===== config.mk =====
export PLATFORM = sky130hd
export DESIGN_NAME = rr_reg_arbiter
export DESIGN_NICKNAME = d
export VERILOG_FILES = /design/src/rtl/rr_reg_arbiter.sv
export SDC_FILE = /design/constraint.sdc
export NUM_CORES = 1
export LEC_CHECK = 0
export CORE_UTILIZATION = 40
export DETAILED_ROUTE_END_ITERATION = 6
export DONT_BUFFER_PORTS = 1
export GPL_ROUTABILITY_DRIVEN = 0
export PLACE_DENSITY_LB_ADDON = 0.12
export SKIP_CTS_REPAIR_TIMING = 1
export SLEW_MARGIN = 30
export SYNTH_ARGS = -nofsm -noshare
export SYNTH_HDL_FRONTEND = slang
export SYNTH_SLANG_ARGS = --single-unit

===== constraint.sdc =====
create_clock -name clk -period 5.41 [get_ports clk]
set_input_delay 1.082 -clock clk [delete_from_list [all_inputs] [get_ports clk]]
set_output_delay 1.082 -clock clk [all_outputs]
set_load 0.05 [all_outputs]

===== src/rtl/rr_reg_arbiter.sv =====
`default_nettype none
// ============================================================================
//  Module   : rr_reg_arbiter
//  Purpose  : Round-robin write arbiter in front of a shared W-bit register.
//             Up to N requesters present data; one winner per arbitration
//             loads the shared register and gets a one-cycle grant pulse.
//             Arbitrations alternate with a GRANT cycle, so at most one
//             write happens every two clocks.
//  Ports    : clk      - rising-edge clock
//             rst      - asynchronous, active-high reset
//             req      - [N-1:0] level-held write requests
//             data_in  - [N*W-1:0] requester i data at [i*W +: W]
//             gnt      - [N-1:0] registered one-hot grant pulse
//             q        - [W-1:0] shared register contents
//             last_id  - [2:0] index of the most recent winner
//             wr_cnt   - [7:0] completed-write counter, wraps at 255
//  Revision : 1.0 - initial release
// ============================================================================
module rr_reg_arbiter #(
   parameter int N = 4,
   parameter int W = 4
) (
   input  logic           clk,
   input  logic           rst,
   input  logic [N-1:0]   req,
   input  logic [N*W-1:0] data_in,
   output logic [N-1:0]   gnt,
   output logic [W-1:0]   q,
   output logic [2:0]     last_id,
   output logic [7:0]     wr_cnt
);

   typedef enum logic [0:0] {
      IDLE  = 1'b0,
      GRANT = 1'b1
   } state_t;

   // Requests and data are widened to the full 3-bit index space so the
   // winner index can select them directly for any legal N.
   localparam int         C_MAX_REQ  = 8;
   localparam logic [2:0] C_LAST_IDX = 3'(N - 1);

   state_t         r_state;
   state_t         w_state_next;
   logic [2:0]     r_ptr;

   logic [C_MAX_REQ-1:0] w_req_ext;
   logic [W-1:0]         w_slot [C_MAX_REQ];

   logic           w_any;
   logic [2:0]     w_win;
   logic [2:0]     w_ptr_next;
   logic [N-1:0]   w_gnt_next;
   logic           w_load;

   // -------------------------------------------------------------------------
   // Pad requests/data out to 8 slots; non-existent requesters never request.
   // -------------------------------------------------------------------------
   generate
      for (genvar i = 0; i < C_MAX_REQ; i++) begin : g_slot
         if (i < N) begin : g_used
            assign w_req_ext[i] = req[i];
            assign w_slot[i]    = data_in[i*W +: W];
         end else begin : g_unused
            assign w_req_ext[i] = 1'b0;
            assign w_slot[i]    = '0;
         end
      end
   endgenerate

   // -------------------------------------------------------------------------
   // Rotating priority scan: offsets are walked from the lowest priority
   // (ptr+N-1) to the highest (ptr), so the last hit overwrites earlier ones
   // and the surviving winner is the first set bit starting at ptr.
   // -------------------------------------------------------------------------
   always_comb begin
      int s;
      w_win = r_ptr;
      w_any = 1'b0;
      for (int k = N - 1; k >= 0; k--) begin
         s = int'(r_ptr) + k;
         if (s >= N) begin
            s = s - N;
         end
         if (w_req_ext[3'(s)]) begin
            w_win = 3'(s);
            w_any = 1'b1;
         end
      end
   end

   // Priority moves to the requester just after the winner, wrapping N-1 -> 0.
   always_comb begin
      w_ptr_next = (w_win == C_LAST_IDX) ? 3'd0 : w_win + 3'd1;
   end

   always_comb begin
      w_gnt_next = '0;
      for (int i = 0; i < N; i++) begin
         w_gnt_next[i] = (w_win == 3'(i));
      end
   end

   // -------------------------------------------------------------------------
   // Control FSM
   // -------------------------------------------------------------------------
   always_ff @(posedge clk or posedge rst) begin
      if (rst) begin
         r_state <= IDLE;
      end else begin
         r_state <= w_state_next;
      end
   end

   always_comb begin
      w_state_next = r_state;
      w_load       = 1'b0;
      case (r_state)
         IDLE: begin
            if (w_any) begin
               w_load       = 1'b1;
               w_state_next = GRANT;
            end
         end
         GRANT: begin
            // Requests are deliberately ignored here; a still-held request
            // is re-arbitrated in the next IDLE cycle at lowest priority.
            w_state_next = IDLE;
         end
      endcase
   end

   // -------------------------------------------------------------------------
   // Datapath: shared register, grant pulse, winner id, pointer, counter.
   // -------------------------------------------------------------------------
   always_ff @(posedge clk or posedge rst) begin
      if (rst) begin
         q       <= '0;
         gnt     <= '0;
         last_id <= 3'd0;
         r_ptr   <= 3'd0;
         wr_cnt  <= 8'd0;
      end else begin
         if (w_load) begin
            q       <= w_slot[w_win];
            gnt     <= w_gnt_next;
            last_id <= w_win;
            r_ptr   <= w_ptr_next;
            wr_cnt  <= wr_cnt + 8'd1;
         end else begin
            gnt     <= '0;
         end
      end
   end

endmodule
`default_nettype wire


==> out/results.ini <==
[floorplanning]
die_h_um = 65.9
die_area_um2 = 4340
rows = 22
core_area_um2 = 3800
die_w_um = 65.9
start_util_pct = 43.0
io-pin-count = 41

[drt]
wirelength_mm = 3.52
detail-route-antenna-nets = 0
vias = 1269
first_pass_iters = 4
via_per_inst = 6.07
drc_errors = 0
routedWlPerCell_um = 16.9
drt_iter0_drc = 110

[critical_path]
reg2reg_from = r_ptr[0]$_DFFE_PP0P_
path_max_fanout = 30
r2r_slack_ns = 1.90
cp_num_buf_inv = 1
cp_top_family = compound AO/OA/AOI/OAI gates
startpoint = r_ptr[0]$_DFFE_PP0P_
crit_path_end_kind = flip-flop
crit_type = reg -> reg
cp.required_ns = 5.54
rr_worst_depth = 9
slowest_stage = dfrtp_2
crit_end = wr_cnt[5]$_DFFE_PP0P_
start_kind = flip-flop
crit_path_max_incr_delay_ns = 0.77
arrival_ns = 3.63
r2r-end = wr_cnt[5]$_DFFE_PP0P_
cp_num_cells = 9
crit_path_cell_trace = inv_2 > ha_1 > mux4_2 > o21ai_1 > nand2_1 > o21ba_1 > and4_1 > nand3_1 > xnor2_1

[global_routing]
grt_use_total_pct = 17.0
grt_pass1_vias = 1233
grt_max_degree = 31
grt_first_pass_wirelength_mm = 5.82
grt.overflow.total = 0
antenna_found_initial = 0

[clock_network]
path_clk_slew_ns = 0.07
clock_sinks = 23
clock_path_buffers = 2
cts_tree = built
clkLatencyLatePin_ns = 0.25
htreeDepth = 1
cts_buffers = 3
clockRootBuffer = clkbuf_8

[synthesis]
synth-seq-cells = 23
synth_fp_nets = 193
postSynthAreaPerCell_um2 = 9.78
synth_seq_area_share_pct = 35.2
synth.distinct_cells = 44
netlist_area_um2 = 1630
synth_edf_count = 0
synthFlopType = dfrtp_1
synthCells = 167
yosys_warnings = 0
async_flop_share_pct = 100

[placed_design]
io_buffers = 0
dp_hpwl_mm = 2.62
place_ws_ns = 1.93
post_dp_cell_area_um2 = 1640

[finish]
fill_cells = 378
multi_input_area_um2 = 983
antenna_cells = 0
regArea_um2 = 577
syn_to_final_growth_pct = 3.06
drive_gt1_share_pct = 9.94
mostFrequentLayoutCells = 22 x nor2_1, 22 x dfrtp_1, 11 x mux2i_1
design_area_um2 = 1680
final_nets = 188

[timing]
max_freq_ghz = 0.285
period_share_pct = 64.8
min_period_ns = 3.51
setup_viol = 0
drv_slew = 0
hold_violations = 0
setup_ws_ns = 1.90
setup_tns_ns = 0
grt_setup_unrepaired = no
maxSlewHeadroom_pct = 42.5
worst_slew_pin_slew_ns = 0.862
finalClockSkew_ns = 0.00134

[flow_run]
cap_violations = 0

[worst_hold_path]
hp-start = r_ptr[2]$_DFFE_PP0P_
worst_hold_path_type = reg -> reg

[status]
status = finished clean

sequential cells by signal, indices dropped and copies added, names as in the netlist:
signal   count
wr_cnt       8
r_state      1
q            4
gnt          4
r_ptr        3
last_id      3
through the flow:
stage	utilization, %	instances	hold WS [ns]
floorplan	-	167	0.526
global placement	43.1	205	0.590
detailed placement	43.1	205	0.587
CTS	44.3	209	0.610
global route	44.3	209	0.628
finish	44.3	209	0.608
worst register-to-register path: cells and delay by family, from the launching register on:
| kind | cells | cell delay, ns |
|---|---|---|
| AO/OA/AOI/OAI | 2 | 0.78 |
| flip-flops | 1 | 0.77 |
| AND/OR/NAND/NOR | 3 | 0.54 |
| adder cells (fa/ha/maj) | 1 | 0.52 |
| multiplexers | 1 | 0.31 |
| buffers and inverters | 1 | 0.29 |
| XOR/XNOR | 1 | 0.16 |
cells in the mapped netlist, types with 5 or more instances:
master    number  share of area [%]
mux2i_1       11                6.7
nand2_1        6                1.4
nor2_1        22                5.1
clkbuf_1       5                1.1
o21ai_1        6                1.8
dfrtp_1       23                 35
o221ai_1      10                5.4
xnor2_1        5                2.7
kinds of logic (layout without fill, tap and decap cells):
kind of cell	Yosys count	after routing	share of synthesized area, %
buffers and inverters	15	9	4.59
xor gates and xnor gates	7	7	3.75
and+or+nand+nor	53	53	17.2
DFF	23	23	35.2
AOI/OAI and AO/OA	46	46	21.3
adders and majority gates	4	4	3.06
muxes	19	19	14.9
per-layer routing:
layer | share of wire (%) | wire length (um) | global-route usage [%]
met3 | 5.1 | 180 | 2.24
met1 | 45 | 1600 | 23.9
met2 | 49 | 1720 | 27.0
met5 | 0 | 0 | 0
met4 | 0.60 | 21 | 4.89
final cells by class:
class | count | share of cell area (%)
multi-input combinational | 129 | 58.4
clock buffer | 4 | 2.67
sequential | 23 | 34.2
tap | 48 | 3.57
inverter | 5 | 1.11
how the worst min path moves through the flow:
| stage | end | slack [ns] | cells past startpoint |
|---|---|---|---|
| 4_1_cts | r_ptr[2]$_DFFE_PP0P_ | 0.61 | 1 |
| 2_1_floorplan | r_ptr[2]$_DFFE_PP0P_ | 0.53 | 1 |
| 6_report | r_ptr[2]$_DFFE_PP0P_ | 0.61 | 1 |
| 3_5_place_dp | r_ptr[2]$_DFFE_PP0P_ | 0.59 | 1 |
| 5_1_grt | r_ptr[2]$_DFFE_PP0P_ | 0.63 | 1 |
| 3_3_place_gp | r_ptr[2]$_DFFE_PP0P_ | 0.59 | 1 |
Power is left out: the tool's default activity adds up to more than one toggle a clock period on the data nets, which glitch-free logic cannot reach.
